--- src/rtl/maze_pkg.sv ---
// Shared constants and state type for the maze generator.
// Contents: maze geometry, Avalon word count, LFSR taps, FSM state enum.
package maze_pkg;

  localparam int unsigned MAZE_WORDS    = 600;
  localparam int unsigned WORDS_PER_ROW = 5;
  localparam int unsigned MAZE_W        = 160;
  localparam int unsigned MAZE_H        = 120;
  localparam int unsigned ADDR_W        = 10;
  localparam int unsigned DATA_W        = 32;
  localparam logic [15:0] LFSR_TAPS     = 16'hB400;

  typedef enum logic [1:0] {
    IDLE  = 2'd0,
    SEED  = 2'd1,
    WRITE = 2'd2,
    DONE  = 2'd3
  } maze_gen_state_t;

endpackage

--- src/rtl/maze_lfsr16.sv ---
// Free-running 16-bit Galois LFSR; advances every cycle out of reset.
// Ports: clk, rst_n (async active-low), q[15:0] current LFSR state.
module maze_lfsr16
  import maze_pkg::*;
#(
  parameter logic [15:0] SEED = 16'hACE1
) (
  input  logic        clk,
  input  logic        rst_n,
  output logic [15:0] q
);

  always_ff @(posedge clk or negedge rst_n) begin
    if (!rst_n) q <= SEED;
    else        q <= q[0] ? ((q >> 1) ^ LFSR_TAPS) : (q >> 1);
  end

endmodule

--- src/rtl/maze_gen_avm_writer.sv ---
// Maze generator: on a new-round request it samples 82 wall bits from a free-running
// LFSR, renders the 160x120-cell bitmap as 600 words and writes them over Avalon-MM,
// then raises maze_ready with tank spawn columns.
// Ports: CLK, RESET_N (async active-low), game_reset (start on rising |game_reset),
//   AVM_WAITREQUEST, AVM_CS/AVM_WRITE/AVM_ADDR/AVM_WRITEDATA/AVM_BYTE_EN master outputs,
//   maze_ready, spawn_pos {t2 X, t1 X}.
// Option: MAZE_GEN_WALL_COUNT_EN adds wall_count, popcount of the drawn walls.
module maze_gen_avm_writer
  import maze_pkg::*;
#(
  parameter logic [15:0] LFSR_SEED = 16'hACE1,
  parameter int unsigned ROOM_PX   = 20
) (
  input  logic              CLK,
  input  logic              RESET_N,
  input  logic [1:0]        game_reset,
  input  logic              AVM_WAITREQUEST,
  output logic              AVM_CS,
  output logic              AVM_WRITE,
  output logic [ADDR_W-1:0] AVM_ADDR,
  output logic [DATA_W-1:0] AVM_WRITEDATA,
  output logic [3:0]        AVM_BYTE_EN,
  output logic              maze_ready,
  output logic [19:0]       spawn_pos
`ifdef MAZE_GEN_WALL_COUNT_EN
  ,
  output logic [6:0]        wall_count
`endif
);

  localparam int unsigned N_COLS      = MAZE_W / ROOM_PX;
  localparam int unsigned N_ROWS      = MAZE_H / ROOM_PX;
  localparam int unsigned V_BITS      = N_ROWS * (N_COLS - 1);
  localparam int unsigned H_BITS      = (N_ROWS - 1) * N_COLS;
  localparam int unsigned SEED_CYCLES = V_BITS + H_BITS;
  localparam int unsigned LAST_ADDR   = MAZE_WORDS - 1;

  maze_gen_state_t state_q, state_d;

  logic [15:0] lfsr;
  logic [11:0] lfsr_unused;
  logic        gr_q, start_c, accept_c, seed_last_c, addr_last_c;

  logic [6:0]             seed_q, seed_d;
  logic [SEED_CYCLES-1:0] walls_q, walls_d;
  logic [2:0]             w_q, w_d, ry_q, ry_d;
  logic [6:0]             y_q, y_d;
  logic [4:0]             yr_q, yr_d;
  logic [ADDR_W-1:0]      addr_d;
  logic                   write_d, ready_d;
  logic [19:0]            spawn_d;
  logic [DATA_W-1:0]      render_word;
  logic [7:0]             vw [8];
  logic [7:0]             hw [8];

  maze_lfsr16 #(.SEED(LFSR_SEED)) u_lfsr (
    .clk   (CLK),
    .rst_n (RESET_N),
    .q     (lfsr)
  );

  // Only the low nibble feeds the maze; the rest just keeps the sequence long.
  assign lfsr_unused = lfsr[15:4];

  assign start_c     = (|game_reset) & ~gr_q;
  assign accept_c    = AVM_WRITE & ~AVM_WAITREQUEST;
  assign seed_last_c = (seed_q == 7'(SEED_CYCLES - 1));
  assign addr_last_c = (AVM_ADDR == ADDR_W'(LAST_ADDR));
  assign AVM_BYTE_EN = 4'hF;

  // State register
  always_ff @(posedge CLK or negedge RESET_N) begin
    if (!RESET_N) state_q <= IDLE;
    else          state_q <= state_d;
  end

  // Next-state logic; start edges outside IDLE/DONE are dropped
  always_comb begin
    state_d = state_q;
    case (state_q)
      IDLE:    if (start_c) state_d = SEED;
      SEED:    if (seed_last_c) state_d = WRITE;
      WRITE:   if (accept_c && addr_last_c) state_d = DONE;
      DONE:    if (start_c) state_d = SEED;
      default: state_d = IDLE;
    endcase
  end

  // Output / datapath next values; row, room-row and word counters shadow the address
  always_comb begin
    seed_d  = seed_q;
    walls_d = walls_q;
    w_d     = w_q;
    y_d     = y_q;
    yr_d    = yr_q;
    ry_d    = ry_q;
    addr_d  = AVM_ADDR;
    write_d = AVM_WRITE;
    ready_d = maze_ready;
    spawn_d = spawn_pos;
    case (state_q)
      IDLE, DONE: begin
        if (start_c) begin
          seed_d  = '0;
          ready_d = 1'b0;
        end
      end
      SEED: begin
        // Bit sampled on seed cycle k lands at walls[k] after the last shift
        walls_d = {lfsr[0], walls_q[SEED_CYCLES-1:1]};
        seed_d  = seed_q + 7'd1;
        if (seed_last_c) begin
          spawn_d = {10'd80 * {8'd0, lfsr[3:2]} + 10'd360,
                     10'd80 * {8'd0, lfsr[1:0]} + 10'd40};
          w_d     = '0;
          y_d     = '0;
          yr_d    = '0;
          ry_d    = '0;
          addr_d  = '0;
          write_d = 1'b1;
        end
      end
      WRITE: begin
        if (accept_c) begin
          if (addr_last_c) begin
            write_d = 1'b0;
            ready_d = 1'b1;
          end else begin
            addr_d = AVM_ADDR + ADDR_W'(1);
            if (w_q == 3'(WORDS_PER_ROW - 1)) begin
              w_d = '0;
              y_d = y_q + 7'd1;
              if (yr_q == 5'(ROOM_PX - 1)) begin
                yr_d = '0;
                ry_d = ry_q + 3'd1;
              end else begin
                yr_d = yr_q + 5'd1;
              end
            end else begin
              w_d = w_q + 3'd1;
            end
          end
        end
      end
      default: ;
    endcase
  end

  // Room wall tables; padded entries stay zero so any 3-bit index is safe
  always_comb begin
    for (int unsigned r = 0; r < 8; r++) begin
      vw[r] = '0;
      hw[r] = '0;
      for (int unsigned c = 0; c < 8; c++) begin
        if (r < N_ROWS && c < N_COLS - 1)
          vw[r][3'(c)] = walls_q[7'(r * (N_COLS - 1) + c)];
        if (r < N_ROWS - 1 && c < N_COLS)
          hw[r][3'(c)] = walls_q[7'(V_BITS + r * N_COLS + c)];
      end
    end
  end

  function automatic logic wall_bit(input int unsigned x, input logic [6:0] y,
                                    input logic [4:0] yr, input logic [7:0] vrow,
                                    input logic [7:0] hrow);
    logic border, vert, horz;
    border = (x == 0) || (x == MAZE_W - 1) || (y == 7'd0) || (y == 7'(MAZE_H - 1));
    vert   = (x % ROOM_PX == ROOM_PX - 1) && (x < MAZE_W - 1) && vrow[3'(x / ROOM_PX)];
    horz   = (yr == 5'(ROOM_PX - 1)) && (y < 7'(MAZE_H - 1)) && hrow[3'(x / ROOM_PX)];
    return border || vert || horz;
  endfunction

  // Word for the address about to be presented; x is a constant per unrolled bit
  always_comb begin
    render_word = '0;
    for (int unsigned wi = 0; wi < WORDS_PER_ROW; wi++) begin
      if (w_d == 3'(wi)) begin
        for (int unsigned i = 0; i < DATA_W; i++)
          render_word[5'(DATA_W - 1 - i)] = wall_bit(DATA_W * wi + i, y_d, yr_d,
                                                     vw[ry_d], hw[ry_d]);
      end
    end
  end

  // Datapath registers
  always_ff @(posedge CLK or negedge RESET_N) begin
    if (!RESET_N) begin
      gr_q          <= 1'b0;
      seed_q        <= '0;
      walls_q       <= '0;
      w_q           <= '0;
      y_q           <= '0;
      yr_q          <= '0;
      ry_q          <= '0;
      AVM_ADDR      <= '0;
      AVM_WRITE     <= 1'b0;
      AVM_CS        <= 1'b0;
      AVM_WRITEDATA <= '0;
      maze_ready    <= 1'b0;
      spawn_pos     <= '0;
    end else begin
      gr_q       <= |game_reset;
      seed_q     <= seed_d;
      walls_q    <= walls_d;
      w_q        <= w_d;
      y_q        <= y_d;
      yr_q       <= yr_d;
      ry_q       <= ry_d;
      AVM_ADDR   <= addr_d;
      AVM_WRITE  <= write_d;
      AVM_CS     <= write_d;
      maze_ready <= ready_d;
      spawn_pos  <= spawn_d;
      if (write_d) AVM_WRITEDATA <= render_word;
    end
  end

`ifdef MAZE_GEN_WALL_COUNT_EN
  // Wall popcount captured together with the final seed bit
  always_ff @(posedge CLK or negedge RESET_N) begin
    if (!RESET_N)                          wall_count <= '0;
    else if (state_q == SEED && seed_last_c) wall_count <= 7'($countones(walls_d));
  end
`endif

endmodule

--- config.mk ---
export PLATFORM = sky130hd
export DESIGN_NAME = maze_gen_avm_writer
export DESIGN_NICKNAME = d
export VERILOG_FILES = /design/src/rtl/maze_pkg.sv /design/src/rtl/maze_lfsr16.sv /design/src/rtl/maze_gen_avm_writer.sv
export SDC_FILE = /design/constraint.sdc
export NUM_CORES = 1
export LEC_CHECK = 0
export ABC_AREA = 1
export CELL_PAD_IN_SITES_DETAIL_PLACEMENT = 0
export CELL_PAD_IN_SITES_GLOBAL_PLACEMENT = 1
export CORE_MARGIN = 4
export CORE_UTILIZATION = 47
export CTS_CLUSTER_SIZE = 28
export DETAILED_ROUTE_END_ITERATION = 12
export MAX_ROUTING_LAYER = met4
export PLACE_DENSITY = 0.86
export SLEW_MARGIN = 5
export SYNTH_ARGS = -nofsm -noshare
export SYNTH_HDL_FRONTEND = slang
export SYNTH_SLANG_ARGS = --single-unit
--- constraint.sdc ---
create_clock -name CLK -period 5.2 [get_ports CLK]
set_input_delay 0.52 -clock CLK [delete_from_list [all_inputs] [get_ports CLK]]
set_output_delay 0.52 -clock CLK [all_outputs]
set_load 0.02 [all_outputs]
Word level (Yosys, flattened, before mapping)
Index checks and enable logic that the tools add are counted.
Widths: inputs -> output; s select.
{ "word_totals": {"regBits": 190, "output_inout_bits": 69, "inputBits": 5} }
{ "op_classes": {"n_reduce_logical": 46, "n_eq_ne": 19, "n_mul": 2, "bitwise_logic": 6, "mux": 52, "n_lt_le_gt_ge": 2, "n_addsub": 8} }
{ "ops": {"columns": ["operator", "n"], "rows": [
  ["$mux 32", 5],
  ["$mux 7", 7],
  ["$bmux 8 s3", 2],
  ["$mux 10", 3],
  ["$pmux 7 s2", 2],
  ["$mux 3", 9],
  ["$mux 5", 5],
  ["$logic_or 1x1->1", 23],
  ["$pmux 10 s2", 1],
  ["$mux 16", 1],
  ["$mux 8", 2],
  ["$add 7x1->7 const B", 2],
  ["$eq 7x7->1 const B", 2],
  ["$pmux 3 s2", 2],
  ["$add 10x1->10 const B", 1],
  ["$add 9x6->10 const B", 1],
  ["$add 9x9->10 const B", 1],
  ["$eq 10x10->1 const B", 1],
  ["$eq 5x5->1 const B", 2],
  ["$logic_and 1x1->1", 10],
  ["$mul 3x2->5 const A", 2],
  ["$ne 2x2->1 const B", 5],
  ["$pmux 5 s2", 1],
  ["$not 3->4", 2],
  ["24 further kinds", 43]
]} }

Depth between registers and ports, before layout
Gate-level depths: netlist (run 1).
{ "depth": {"ltp_word": 17, "mapped_depth": 23, "ltp_nobuf": 22} }

Hierarchy
From an unflattened synthesis (run 1), not the netlist that was laid out.
{ "unflattened": {"cells_unflattened": 1080, "area_unflattened_um2": 8600.7} }
{ "modules_own_cells": {"columns": ["module", "seq_area_each_um2", "cells_per_inst", "area_each_um2", "instances"], "rows": [
  ["maze_gen_avm_writer", 3778.6, 1051, 8141.6, 1],
  ["maze_lfsr16", 410.4, 29, 459.2, 1]
]} }

Worst setup path after synthesis (run 1)
No wires, ideal clock.
{ "synth_timing": {"kind": "flip-flop to flip-flop", "start": "register AVM_ADDR[1]", "end": "register AVM_WRITEDATA[19]", "path_buffers": 2, "arrival_ps": 2305, "synth_period_minus_slack_ps": 2422, "stages_incl_launch_ff": 21, "slack_ps": 2778, "path_cell_list": "dfrtp_1 ha_1 nand2_2 nor2_4 nand3_4 buf_6 nand4_2 nand3_1 nand2_1 nand2_1 nor2_2 nand2_2 nand3_2 buf_6 inv_2 nand3_2 nand2_1 nand2_2 nand2_2 nor2_1 nor2_1"} }
{ "synth_lines": {"columns": ["item", "line_no", "rtl"], "rows": [
  ["from (decl)", "maze_gen_avm_writer.sv:20", "output logic [ADDR_W-1:0] AVM_ADDR,"],
  ["from (signal assigned)", "maze_gen_avm_writer.sv:209", "AVM_ADDR <= addr_d;"],
  ["$eq 10x10->1 (*)", "maze_gen_avm_writer.sv:68", "assign addr_last_c = (AVM_ADDR == ADDR_W'(LAST_ADDR));"],
  ["$mux 7 (*)", "maze_gen_avm_writer.sv:125", "if (addr_last_c) begin"],
  ["$mux 7 (*)", "maze_gen_avm_writer.sv:124", "if (accept_c) begin"],
  ["$pmux 7 s2 (*)", "maze_gen_avm_writer.sv:101", "case (state_q)"],
  ["via y_d[2]", "maze_gen_avm_writer.sv:47", "logic [6:0] y_q, y_d;"],
  ["$lt 7x7->1", "maze_gen_avm_writer.sv:169", "horz = (yr == 5'(ROOM_PX - 1)) && (y < 7'(MAZE_H - 1)) && hrow[3'(x / ROOM_PX)];"],
  ["$logic_and 1x1->1 (2 in series)", "maze_gen_avm_writer.sv:169", null],
  ["$logic_or 1x1->1", "maze_gen_avm_writer.sv:170", "return border || vert || horz;"],
  ["$mux 32 (4 in series)", "maze_gen_avm_writer.sv:177", "if (w_d == 3'(wi)) begin"],
  ["$mux 32 (*)", "maze_gen_avm_writer.sv:177", null],
  ["to (signal assigned)", "maze_gen_avm_writer.sv:214", "if (write_d) AVM_WRITEDATA <= render_word;"],
  ["to (decl)", "maze_gen_avm_writer.sv:21", "output logic [DATA_W-1:0] AVM_WRITEDATA,"]
]} }
The timed path passes the listed nets; every way through them passes the cells marked *. The select of a mux whose other input is x is not followed.
A chain may end at the register's enable or synchronous reset.

Worst setup path after layout (run 1)
{ "layout_timing": {"start": "register state_q[0]", "end": "register AVM_WRITEDATA[3]"} }
{ "layout_via": {"elab_chain_len": 13} }
{ "layout_lines": {"columns": ["item", "line_no", "rtl"], "rows": [
  ["from (decl)", "maze_gen_avm_writer.sv:38", "maze_gen_state_t state_q, state_d;"],
  ["from (signal assigned)", "maze_gen_avm_writer.sv:74", "else state_q <= state_d;"],
  ["$eq 2x2->1 or $eq 2x1->1 (tied branches)", "maze_gen_avm_writer.sv:101", null],
  ["$pmux 3 s2", "maze_gen_avm_writer.sv:101", null],
  ["$not 3->4", null, null],
  ["$bmux 8 s3", "maze_gen_avm_writer.sv:180", "vw[ry_d], hw[ry_d]);"],
  ["$mux 8 (not written as such)", "maze_gen_avm_writer.sv:180", null],
  ["$mux 8", null, null],
  ["$logic_and 1x1->1", "maze_gen_avm_writer.sv:169", null],
  ["$logic_or 1x1->1", "maze_gen_avm_writer.sv:170", null],
  ["$mux 32 (5 in series)", "maze_gen_avm_writer.sv:177", null]
]} }
Parallel ways exist; a longest one is shown, timed or not. The select of a mux whose other input is x is not followed.

==> results.md, run 1 <==
Setup path:
- The cell with the biggest individual delay on the critical path is sky130_fd_sc_hd__nand2_2.
- By instance count, the cell type seen most on the critical path is sky130_fd_sc_hd__nand2_1.
- The largest driver fanout on the critical path is 38.
- The startpoint-to-endpoint class of the critical path is reg -> reg.
- Grouping stages by cell kind, the critical path spends the most delay in simple AND/OR/NAND/NOR gates.
- The largest stage delay on the critical path is 0.49 ns.
- Traced cell by cell, the critical path runs through inv_1 > ha_1 > inv_2 > nor2_8 > nand4_2 > o21bai_4 > nand2_2 > nand2_1 > nand3_1 > nand2_1 > nand2_1 > nand2_1 > o21bai_4 > nand2_4 > nand2_1 > nor2_2 > nand2_2 > nand3_1 > nand2_1.
- The kind of end point of the critical path is a flop.
- The worst setup path is launched from a flop.
- The arrival time at the worst endpoint is 3.86 ns.
- The data required time at the worst endpoint is 5.52 ns.
- The sum of buffers and inverters on the critical path is 2.

STA:
- Static timing analysis puts the maximum clock frequency at 282 MHz.
- The share of the clock period used by the worst path after layout is 68.3%.
- At the pin with the least slew margin, the transition time is 0.982 ns.
- The normalized max-slew margin is 34.5%.
- Setup repair after global routing left no endpoint under its margin.
- The sum of negative setup slack is 0 ns.
- The shortest period the worst path allows is 3.55 ns.
- The worst clock skew is 0.00841 ns.
- The hold violation count in the final report came to 0.
- On the final layout, the worst hold slack is 0.114 ns.
- Setup violations remaining at the end of the flow were counted as 0.
- The final max-slew violation count came to 0.

GRT:
- The pin count of the biggest net entering global routing is 105.
- The number of antenna violations at the first check in global routing is 0.
- The first global-routing pass estimated 32700 um of wire.
- The met1 capacity usage during global routing is 28.2%.
- Across every metal layer, demand over resource in global routing totals 20.3%.
- The routing layer with the top usage in global route is met2.
- For this run the aggregate overflow at the end of global routing stands at 0.
- For this run, global-route usage on met3 was measured as 3.86%.
- The via count of the first global-routing pass is 6521.
- The met2 track utilization from global routing is 30.6%.

CTS:
- The number of hold buffers added after CTS was 0.
- TritonCTS built the clock tree.
- The post-CTS resize count is 0.
- The number of clock buffers added by TritonCTS is 17.
- The clock-pin slew on the worst setup and hold paths is 0.07 ns.
- The cell at the root of the clock tree is sky130_fd_sc_hd__clkbuf_16.
- For this design, the sink count on the clock tree is 167.
- CTS built an H-tree with a depth of 4.
- The number of buffers inserted by post-CTS setup repair is 0.
- The maximum clock insertion buffer count is 2.
- The clock insertion delay at the later pin of the skew report is 0.42 ns.

Logic synthesis:
- For this run, the leading register cell type out of synthesis is sky130_fd_sc_hd__dfrtp_1.
- For this run, asynchronously set or reset flops after synthesis account for 100%.
- The number of different library cells used by synthesis comes to 47.
- The average cell area after synthesis is 7.96 um2.
- The number of instances in the synthesized netlist is 1088.
- The number of flops mapped to enable cells by yosys is 0.
- The number of warnings printed during yosys synthesis is 0.
- The number of synthesized register bits is 167.
- The cell area that synthesis handed to floorplanning was 0.00866 mm2.
- Of the synthesized area, sequential elements account for 48.4%.

Pwr:
- Summed over all cells, the static leakage comes to 4.87 nW.
- The overall power after layout is 2.67 mW.
- The worst-case IR drop observed on VDD is 0.186 mV.
- The power density over cell area is 271 mW/mm2.

Floorplanning:
- 74 I/O pins were placed.
- The die is 144 um wide.
- The standard-cell row count is 49.
- The die span in y is 144 um.
- The floorplan step defined a die boundary enclosing 0.0207 mm2.
- In this run the standard cell core region covers 0.0180 mm2.
- Once the floorplan was initialized, standard cells occupied 48.1% of the core.

Route:
- In the final routed layout, each cell accounts on average for 14.2 um.
- The routed layout has 6884 vias.
- The detail route stage leaves a number of antenna-violating nets equal to 0.
- The number of DRC markers in iteration 0 is 455.
- The post-detailed-route DRC marker count is 0.
- After detailed routing, the number of vias per cell comes to 5.07.
- After detailed routing, the total wire length is 19300 um.
- The first detailed-routing pass ran for 5 iterations.

Final layout:
- The area growth from synthesis to layout is 13.6%.
- The post-route netlist has 11.3% of its cells at a drive strength greater than 1.
- 0 antenna diodes ended up in the layout.
- Excluding fillers, the count of instances in the completed layout stands at 1357.
- The final design area excluding fillers is 0.00984 mm2.
- For this run, the post-layout net count is 1137.

Min path:
- The worst min-delay path category is in -> async.

Run status:
- The run finished with clean final reports.

Placed design:
- The instance area after placement is 0.00923 mm2.
- The number of buffers added on ports is 62.
- After legalization and detailed placement, the total HPWL measured 13200 um.
- Including well taps, the total number of placed cells is 1325.
- The routability-driven placement congestion ratio is 0.865.

Run:
- Across the run, the number of max-cap violations was 0.
==> Yosys cell counts (4+ instances only) <==
master	number	area, um2
sky130_fd_sc_hd__nand3_1	70	350
sky130_fd_sc_hd__nor2_4	4	45.0
sky130_fd_sc_hd__nor2_2	6	37.5
sky130_fd_sc_hd__nand2_4	4	45.0
sky130_fd_sc_hd__a21oi_1	15	75.1
sky130_fd_sc_hd__o21ai_0	58	290
sky130_fd_sc_hd__inv_1	79	297
sky130_fd_sc_hd__buf_6	4	45.0
sky130_fd_sc_hd__nor2_1	90	338
sky130_fd_sc_hd__dfrtp_1	159	3980
sky130_fd_sc_hd__nand4_1	15	93.8
sky130_fd_sc_hd__clkbuf_1	19	71.3
sky130_fd_sc_hd__buf_4	34	255
sky130_fd_sc_hd__buf_2	9	45.0
sky130_fd_sc_hd__o21ai_2	8	70.1
sky130_fd_sc_hd__ha_1	17	213
sky130_fd_sc_hd__o22ai_1	5	31.3
sky130_fd_sc_hd__nand2_2	20	125
sky130_fd_sc_hd__dfstp_2	8	210
sky130_fd_sc_hd__xor2_1	7	61.3
sky130_fd_sc_hd__nor3_1	7	35.0
sky130_fd_sc_hd__inv_2	17	63.8
sky130_fd_sc_hd__and3_1	4	25.0
sky130_fd_sc_hd__o21ai_1	14	70.1
sky130_fd_sc_hd__nand3_2	8	80.1
sky130_fd_sc_hd__nand2_1	376	1410
==> layer usage <==
layer | wire length, um | vias to the layer above
met5 | 0 | -
met4 | 313 | 0
met3 | 679 | 28
met2 | 8840 | 135
met1 | 9480 | 3256
li1 | - | 3465
==> layout by cell type, fill, tap and decap left out, types with 3 or more instances in the layout <==
| cell | netlist | routed |
|---|---|---|
| sky130_fd_sc_hd__buf_4 | 34 | 4 |
| sky130_fd_sc_hd__nand2_2 | 20 | 20 |
| sky130_fd_sc_hd__clkbuf_16 | 0 | 17 |
| sky130_fd_sc_hd__o21ai_2 | 8 | 8 |
| sky130_fd_sc_hd__bufinv_16 | 0 | 3 |
| sky130_fd_sc_hd__dfstp_2 | 8 | 8 |
| sky130_fd_sc_hd__o22ai_1 | 5 | 5 |
| sky130_fd_sc_hd__nor2_2 | 6 | 6 |
| sky130_fd_sc_hd__conb_1 | 2 | 11 |
| sky130_fd_sc_hd__o21ai_0 | 58 | 58 |
| sky130_fd_sc_hd__nor3_1 | 7 | 7 |
| sky130_fd_sc_hd__inv_1 | 79 | 79 |
| sky130_fd_sc_hd__nand3b_1 | 3 | 3 |
| sky130_fd_sc_hd__nor2_4 | 4 | 4 |
| sky130_fd_sc_hd__nand4_1 | 15 | 15 |
| sky130_fd_sc_hd__nand2_4 | 4 | 4 |
| sky130_fd_sc_hd__nor2_1 | 90 | 90 |
| sky130_fd_sc_hd__a21oi_1 | 15 | 15 |
| sky130_fd_sc_hd__o21ai_1 | 14 | 14 |
| sky130_fd_sc_hd__and3_1 | 4 | 4 |
| sky130_fd_sc_hd__inv_2 | 17 | 17 |
| sky130_fd_sc_hd__inv_6 | 0 | 4 |
| sky130_fd_sc_hd__nand3_2 | 8 | 8 |
| sky130_fd_sc_hd__clkdlybuf4s50_1 | 0 | 61 |
| sky130_fd_sc_hd__dfrtp_1 | 159 | 159 |
| sky130_fd_sc_hd__xor2_1 | 7 | 7 |
| sky130_fd_sc_hd__nand3_1 | 70 | 70 |
| sky130_fd_sc_hd__nand4_2 | 3 | 3 |
| sky130_fd_sc_hd__nor3b_1 | 3 | 3 |
| sky130_fd_sc_hd__ha_1 | 17 | 16 |
| sky130_fd_sc_hd__nand2_1 | 376 | 376 |
==> cell families (layout without fill, tap and decap cells) <==
logic type	Yosys count	after routing	synth area share, %
XOR/XNOR	7	7	0.708
flip-flops	167	167	48.4
adder cells (fa/ha/maj)	17	17	2.46
other	2	11	0.0867
AO/OA/AOI/OAI	113	113	7.76
buffers and inverters	164	195	9.09
AND/OR/NAND/NOR	618	618	31.5
==> final timing paths <==
path	from	to	slack, ns	depth (start not counted)
min reg2reg	u_lfsr.q[12]	u_lfsr.q[11]	0.36	0
min in group CLK	u_lfsr.q[12]	u_lfsr.q[11]	0.36	0
min	RESET_N	spawn_pos[16]	0.11	1
max	state_q[0]	AVM_WRITEDATA[3]	1.65	19
max in group asynchronous	RESET_N	AVM_WRITEDATA[16]	3.95	2
max reg2reg	state_q[0]	AVM_WRITEDATA[3]	1.65	19
==> registers in the layout, summed over array words and instances, names as in the netlist, 5 cells and up <==
signal,cells
yr_q,5
spawn_pos,12
AVM_WRITEDATA,17
seed_q,7
y_q,7
walls_q,82
u_lfsr.q,16
AVM_ADDR,10
==> per-stage QoR <==
step	setup slack (ns)	util [%]
final	1.65	54.6
after global routing	1.32	54.6
after CTS	1.64	54.6
after detailed placement	1.43	51.2
after global placement	1.50	51.2
after floorplan	2.78	-
==> layout make-up <==
class | count | area, um2
inverters | 97 | 367
clock buffers | 17 | 425
clock inverters | 15 | 190
well taps | 229 | 287
fillers | 1747 | 8180
repair buffers | 66 | 652
multi-input cells | 766 | 3730
flip-flops and latches | 167 | 4190
==> report_power, final <==
part	switching, mW	internal (mW)	total [mW]
registers	0.000416	1.30	1.30
logic	0.0344	0.00511	0.0395
clock network	0.560	0.768	1.33
Power figures use the tool's default switching activity.
==> run 2: changes to the inputs <==
--- a/config.mk
+++ b/config.mk
@@ -9,11 +9,11 @@
 export CELL_PAD_IN_SITES_DETAIL_PLACEMENT = 0
 export CELL_PAD_IN_SITES_GLOBAL_PLACEMENT = 1
 export CORE_MARGIN = 4
-export CORE_UTILIZATION = 47
+export CORE_UTILIZATION = 39
 export CTS_CLUSTER_SIZE = 28
 export DETAILED_ROUTE_END_ITERATION = 12
 export MAX_ROUTING_LAYER = met4
-export PLACE_DENSITY = 0.86
+export PLACE_DENSITY = 0.76
 export SLEW_MARGIN = 5
 export SYNTH_ARGS = -nofsm -noshare
 export SYNTH_HDL_FRONTEND = slang
==> constraint.sdc (replaced) <==
create_clock -name CLK -period 3.2 [get_ports CLK]
set_input_delay 0.32 -clock CLK [delete_from_list [all_inputs] [get_ports CLK]]
set_output_delay 0.32 -clock CLK [all_outputs]
set_load 0.02 [all_outputs]
==> results.md, run 2 (synthesis gave the netlist of run 1 again) <==
Setup path:
- The critical path starts at state_q[0].
- The data required time at the worst endpoint was 3.57 ns (-1.95 ns).
- The largest stage delay on the critical path is 0.41 ns (-0.08 ns).
- On the critical path, the stage with the largest delay is an instance of sky130_fd_sc_hd__dfrtp_2.
- Among the stages of the critical path, the cell type that occurs most often is sky130_fd_sc_hd__nand2_1.
- The arrival time at the worst endpoint was 3.22 ns (-0.64 ns).
- Traced cell by cell, the critical path runs through inv_1 > ha_1 > nor2_8 > buf_4 > nand2_2 > nand2_1 > nand2_1 > nand2_1 > nand3_1 > nor2_2 > nand3_4 > o21ai_2 > nand2_1 > nand2_1 > inv_1 > nand2_2 > nand3_1 > nand2_1.
- STA classifies the critical path startpoint as a flop.
- The start of the worst register-to-register path is state_q[0].
- The startpoint-to-endpoint class of the critical path is reg -> reg.
- The worst setup path is captured at a flop.
- The largest driver fanout on the critical path came to 11 (-71%).

Route:
- The number of DRC markers in iteration 0 came to 476 (+4.6%).
- The post-detailed-routing wire length is 19400 um (+0.61%).
- The average wire length per cell after detail routing is 13.6 um (-4.1%).
- The post-detailed-route DRC marker count is 0 (unchanged).
- The residual antenna-violating net count after detailed routing is 0 (unchanged).
- The via density per instance was 4.83 (-4.8%).
- The first-pass iteration count of the detailed router was 5 (unchanged).
- The vias after detailed routing was 6876 (-0.12%).

CTS:
- The H-tree depth is 4 (unchanged).
- The maximum clock insertion buffer count is 2 (unchanged).
- The clock insertion delay at the later pin of the skew report is 0.43 ns (about the same).
- The TritonCTS sink count is 167 (unchanged).
- TritonCTS built the clock tree.
- The cell at the root of the clock tree is sky130_fd_sc_hd__clkbuf_16.
- The TritonCTS buffer count was 17 (unchanged).
- The clock-pin slew on the worst setup and hold paths is 0.08 ns (about the same).

Final layout:
- The utilization after layout came to 46.1% (-8.5 points).
- The footprint of the multi-input gates was 0.00375 mm2 (+0.54%).
- The final cell count without fillers is 1424 (+4.9%).
- Compared with the post-synthesis result, the final layout area differs by 16.1%.
- The largest registers in the layout are walls_q: 82 flops, AVM_WRITEDATA: 17 flops, u_lfsr.q: 16 flops.
- The number of fillers in the final layout is 2203 (+26%).
- The number of antenna cells inserted is 0 (unchanged).
- The register with the highest flop count is walls_q.
- The final-stage net count is 1153 (+1.4%).
- Leaving out fill and tap cells, the most frequent cell in the layout is sky130_fd_sc_hd__nand2_1.
- The sequential cell area is 0.00419 mm2 (about the same).
- The final design area excluding fillers is 0.0101 mm2 (+2.1%).
- The flip-flop count of the largest register after layout is 82 (unchanged).
- The fraction of layout instances using a drive strength above 1 is 12.6% (+1.3 points).
- In the layout the commonest cells are sky130_fd_sc_hd__nand2_1, sky130_fd_sc_hd__dfrtp_1, sky130_fd_sc_hd__nor2_1, sky130_fd_sc_hd__inv_1, sky130_fd_sc_hd__nand3_1.

Pwr:
- The part of the power in registers is 49.8% (+1.1 points).
- The worst-case vdd ir drop was 0.273 mV (+46%).
- The overall power after layout is 4.24 mW (+59%).
- The combinational group share of total power came to 1.6% (about the same).
- The power density over cell area came to 422 mW/mm2 (+56%).
- The static leakage was 4.95 nW (+1.6%).
- The fraction of power spent switching nets is 24.9% (+2.6 points).
- The power spent charging and discharging nets is 1.06 mW (+77%).
- The part of the power in the clock network is 48.6% (-1.2 points).
- The cell-internal power is 3.18 mW (+54%).

STA:
- The hold violation count in the final report was 0 (unchanged).
- The slew of the pin with the lowest slew margin was 0.996 ns (+0.0135 ns).
- The worst slack on hold paths was 0.355 ns (+0.241 ns).
- The worst clock skew is 0.00920 ns (+0.000797 ns).
- The final count of negative-setup-slack endpoints was 0 (unchanged).
- The peak clock frequency supported by timing is 351 MHz (+25%).
- The shortest period the worst path allows is 2.85 ns (-0.703 ns).
- Setup repair after global routing left no endpoint under its margin.
- The final max-slew violation count is 0 (unchanged).
- The normalized max-slew margin is 33.6% (-0.90 points).
- The sum of negative setup slack is 0 ns (unchanged).
- The post-route worst setup slack is 0.354 ns (-1.30 ns).
- The share of the clock period used by the worst path after layout came to 89.0% (+21 points).

Floorplanning:
- The starting density of the core came to 39.7% (-8.4 points).
- The die span in y is 157 um (+9.2%).
- The I/O pin count is 74 (unchanged).
- The x dimension of the die is 157 um (+9.2%).
- The floorplan die area came to 0.0247 mm2 (+19%).
- The standard-cell row count was 54 (+10%).
- The area of the placeable core is 0.0218 mm2 (+21%).

Placed design:
- The HPWL after detailed placement was 13700 um (+3.3%).
- The placed instance count is 1391 (+5.0%).
- The worst slack at placement is 0.165 ns (-1.27 ns).
- The routability-driven placement congestion ratio is 0.866 (about the same).
- The instance area after placement is 0.00942 mm2 (+2.0%).
- The number of buffers added on ports was 62 (unchanged).

GRT:
- The number of antenna violations at the first check in global routing is 0 (unchanged).
- The pin count of the biggest net entering global routing was 107 (+1.9%).
- The overall fraction of global-route tracks in use was 17.2% (-3.1 points).
- The via count of the first global-routing pass is 6616 (+1.5%).
- The leftover overflow at the end of global routing came to 0 (unchanged).
- The first-pass GRT wire length is 33800 um (+3.3%).

Min path:
- The startpoint of the most critical hold path is u_lfsr.q[8].
- The path class of the tightest hold or removal check is reg -> reg.

Run status:
- The flow ran to the end, and the final reports show no timing, DRC or antenna violations.

Run:
- The count of max-cap constraint violations was 0 (unchanged).
==> run 2: changes by cell type in the layout (fill, tap and decap cells not counted), moves of 2 or more <==
| cell | before | now |
|---|---|---|
| sky130_fd_sc_hd__buf_4 | 4 | 18 |
| sky130_fd_sc_hd__bufinv_16 | 3 | 0 |
| sky130_fd_sc_hd__clkinv_2 | 2 | 0 |
| sky130_fd_sc_hd__clkinv_8 | 0 | 5 |
| sky130_fd_sc_hd__clkinvlp_4 | 2 | 0 |
| sky130_fd_sc_hd__inv_8 | 2 | 5 |
| sky130_fd_sc_hd__nand2_4 | 4 | 6 |
==> run 2: final timing paths <==
path	to	slack (ns)	cells after the start
setup / recovery	AVM_WRITEDATA[3]	0.35	18
hold / removal	u_lfsr.q[7]	0.35	0
setup reg to reg	AVM_WRITEDATA[3]	0.35	18
hold reg to reg	u_lfsr.q[7]	0.35	0
max in group asynchronous	walls_q[14]	1.86	3
min in group asynchronous	spawn_pos[6]	0.49	2
==> run 2: routing by layer <==
layer  global-route usage, %  part of all wire [%]
met5                       -                     0
met4                    4.38                   1.2
met3                    3.49                   4.2
met2                    25.0                    45
met1                    24.8                    50
==> run 2: power by group through the flow <==
stage | Sequential [mW] | Clock (mW) | Combinational, mW
6_report | 2.11 | 2.06 | 0.0686
5_1_grt | 2.11 | 2.23 | 0.0810
4_1_cts | 2.11 | 2.12 | 0.0730
3_5_place_dp | 2.15 | 0 | 0.0717
3_3_place_gp | 2.15 | 0 | 0.0722
2_1_floorplan | 2.15 | 0 | 0.0237
==> run 2: layout make-up <==
type	instances	area share (%)
tap	280	3.48
clock inverter	15	1.80
multi-input combinational	766	37.3
clock buffer	17	4.23
inverter	97	3.65
sequential	167	41.7
timing repair buffer	82	7.83
==> run 2: critical path, delay by kind of cell, from the launching register on <==
kind / cells / cell delay (ns)
AO/OA/AOI/OAI: 1 / 0.23
adder cells (fa/ha/maj): 1 / 0.40
buffers and inverters: 3 / 0.31
flip-flops: 1 / 0.41
AND/OR/NAND/NOR: 13 / 1.44
==> run 2: timing repair <==
item | CTS | global route
buffers inserted | 0 | 0
endpoints found under the setup margin | 0 | 15
gates resized for setup | 0 | 5
hold endpoints to repair | 24 | 0
hold buffers | 1 | 0
==> run 3: changes to the inputs <==
--- a/config.mk
+++ b/config.mk
@@ -14,6 +14,7 @@
 export DETAILED_ROUTE_END_ITERATION = 12
 export MAX_ROUTING_LAYER = met4
 export PLACE_DENSITY = 0.76
+export SKIP_LAST_GASP = 1
 export SLEW_MARGIN = 5
 export SYNTH_ARGS = -nofsm -noshare
 export SYNTH_HDL_FRONTEND = slang
==> results.md, run 3 (synthesis gave the netlist of run 1 again) <==
Run status:
- The flow ran to the end, and the final reports show no timing, DRC or antenna violations.

STA:
- The post-route worst setup slack is 0.315 ns (-0.0381 ns).
- The shortest period the worst path allows was 2.88 ns (+0.0381 ns).
- The slew of the pin with the lowest slew margin came to 0.996 ns (+0.0000251 ns).
- The share of the clock period used by the worst path after layout is 90.1% (+1.2 points).
- The worst slack on hold paths came to 0.355 ns (unchanged).
- The final count of negative-setup-slack endpoints is 0 (unchanged).
- The hold violation count in the final report is 0 (unchanged).
- The sum of negative setup slack is 0 ns (unchanged).
- The peak clock frequency supported by timing was 347 MHz (-1.3%).
- Setup repair after global routing could not meet its margin everywhere.
- The final max-slew violation count came to 0 (unchanged).
- The worst clock skew is 0.00920 ns (unchanged).
- The normalized max-slew margin was 33.6% (about the same).

Route:
- The post-detailed-route DRC marker count is 0 (unchanged).
- The vias after detailed routing is 6876 (unchanged).
- The residual antenna-violating net count after detailed routing was 0 (unchanged).
- The post-detailed-routing wire length is 19400 um (unchanged).
- The first-pass iteration count of the detailed router is 5 (unchanged).
- The via density per instance is 4.83 (unchanged).
- The number of DRC markers in iteration 0 came to 476 (unchanged).
- The average wire length per cell after detail routing is 13.6 um (unchanged).

Final layout:
- The fraction of layout instances using a drive strength above 1 is 12.5% (-0.087 points).
- The library cells used most frequently in the layout, excluding fill and tap cells, are sky130_fd_sc_hd__nand2_1, sky130_fd_sc_hd__dfrtp_1, sky130_fd_sc_hd__nor2_1, sky130_fd_sc_hd__inv_1, sky130_fd_sc_hd__nand3_1.
- The flip-flop count of the largest register after layout is 82 (unchanged).
- The library cell used most frequently in the layout, excluding fill and tap cells, is sky130_fd_sc_hd__nand2_1.
- The number of fillers in the final layout is 2204 (+0.045%).
- The largest registers in the layout are walls_q: 82 flops, AVM_WRITEDATA: 17 flops, u_lfsr.q: 16 flops.
- The number of antenna cells inserted is 0 (unchanged).
- Counting flops per register, the top entry is walls_q.
- The final-stage net count is 1153 (unchanged).
- The area growth from synthesis to layout is 16.0% (about the same).

Floorplanning:
- The starting density of the core is 39.7% (unchanged).
- The standard-cell row count is 54 (unchanged).
- The floorplan die area was 0.0247 mm2 (unchanged).
- The I/O pin count is 74 (unchanged).
- The x dimension of the die is 157 um (unchanged).
- The die span in y came to 157 um (unchanged).
- The area of the placeable core is 0.0218 mm2 (unchanged).

Pwr:
- The power spent charging and discharging nets is 1.06 mW (about the same).
- The fraction of power spent switching nets is 24.9% (about the same).
- The combinational group share of total power is 1.6% (about the same).
- The cell-internal power is 3.18 mW (about the same).
- The part of the power in the clock network is 48.6% (about the same).
- The power density over cell area is 422 mW/mm2 (about the same).
- The worst-case vdd ir drop came to 0.273 mV (about the same).
- The static leakage is 4.95 nW (about the same).
- The part of the power in registers is 49.8% (about the same).

Placed design:
- The HPWL after detailed placement was 13700 um (unchanged).
- The routability-driven placement congestion ratio is 0.866 (unchanged).
- The worst slack at placement is 0.165 ns (unchanged).
- The number of buffers added on ports was 62 (unchanged).

GRT:
- The leftover overflow at the end of global routing is 0 (unchanged).
- The via count of the first global-routing pass is 6616 (unchanged).
- The number of antenna violations at the first check in global routing is 0 (unchanged).
- The pin count of the biggest net entering global routing is 107 (unchanged).
- The first-pass GRT wire length is 33800 um (unchanged).
- The overall fraction of global-route tracks in use came to 17.2% (unchanged).

Setup path:
- The critical path goes through inv_1 > ha_1 > nor2_8 > buf_4 > nand2_2 > nand2_1 > nand2_1 > nand2_1 > nand3_1 > nor2_2 > nand3_4 > o21ai_2 > nand2_1 > nand2_1 > inv_1 > nand2_2 > nand3_1 > nand2_1.
- For this design, the slowest cell found on the critical path is sky130_fd_sc_hd__dfrtp_1.
- The type of origin of the critical path is a flop.
- The data required time at the worst endpoint is 3.57 ns (about the same).
- In this run the critical register-to-register path is launched from state_q[0].
- The worst setup path is of the reg -> reg kind.
- The largest stage delay on the critical path came to 0.43 ns (+0.02 ns).
- The kind of end point of the critical path is a flop.
- The most numerous cell type found on the critical path is sky130_fd_sc_hd__nand2_1.
- The largest driver fanout on the critical path is 11 (unchanged).
- The arrival time at the worst endpoint is 3.25 ns (+0.03 ns).
- The critical path starts at state_q[0].

CTS:
- TritonCTS built the clock tree.
- The clock-pin slew on the worst setup and hold paths is 0.08 ns (about the same).
- The TritonCTS buffer count is 17 (unchanged).
- The H-tree depth is 4 (unchanged).
- The clock insertion delay at the later pin of the skew report is 0.43 ns (about the same).
- The number of buffers inserted by post-CTS setup repair was 0 (unchanged).
- The cell at the root of the clock tree is sky130_fd_sc_hd__clkbuf_16.
- The TritonCTS sink count is 167 (unchanged).
- The maximum clock insertion buffer count is 2 (unchanged).

Run:
- The count of max-cap constraint violations came to 0 (unchanged).

Min path:
- The tightest min-delay check is of the reg -> reg type.
- In this run the most critical hold path is launched from u_lfsr.q[8].
[run 3: cell type report]
class | instances | area, um2 | area share (%)
multi-input cells | 766 | 3750 | 37.3
well taps | 280 | 350 | 3.49
inverters | 97 | 367 | 3.65
clock inverters | 15 | 181 | 1.80
repair buffers | 82 | 787 | 7.83
clock buffers | 17 | 425 | 4.23
flip-flops and latches | 167 | 4190 | 41.7
[run 3: final timing paths]
kind | to | slack, ns | cells past startpoint
max | AVM_WRITEDATA[3] | 0.32 | 18
min | u_lfsr.q[7] | 0.35 | 0
max reg2reg | AVM_WRITEDATA[3] | 0.32 | 18
min reg2reg | u_lfsr.q[7] | 0.35 | 0
max in group asynchronous | walls_q[14] | 1.86 | 3
min in group asynchronous | spawn_pos[6] | 0.49 | 2
[run 3: power by group through the flow]
stage | logic, mW | registers, mW | clock network [mW]
finish | 0.0686 | 2.11 | 2.06
global route | 0.0810 | 2.11 | 2.23
CTS | 0.0730 | 2.11 | 2.12
detailed placement | 0.0717 | 2.15 | 0
global placement | 0.0722 | 2.15 | 0
floorplan | 0.0237 | 2.15 | 0
[run 3: routing by layer]
metal  up-vias  track usage [%]  part of all wire (%)
met5         -                -                     0
met4         0             4.38                   1.2
met3        16             3.49                   4.2
met2       122             25.0                    45
met1      3238             24.8                    50
li1       3500                -                     -
[run 3: critical path, delay by kind of cell, from the launching register on]
family	cells	cell delay (ns)
buf+inv	3	0.32
compound gates	1	0.23
fa+ha+maj	1	0.41
simple gates	13	1.44
flops	1	0.43
[run 3: metrics by stage]
stage	instance area (um2)	total power, mW	utilization, %	std cells
5_1_grt	10100	4.42	46.1	1424
3_5_place_dp	9420	2.22	43.1	1391
4_1_cts	10000	4.30	46.0	1424
2_1_floorplan	8700	2.18	-	1097
6_report	10100	4.24	46.1	1424
3_3_place_gp	9420	2.22	43.1	1391
[run 3: repair_timing]
action / CTS / global route
hold buffers: 1 / 0
gates resized for setup: 0 / 4
endpoints found under the setup margin: 0 / 15
endpoints found under the hold margin: 24 / 0
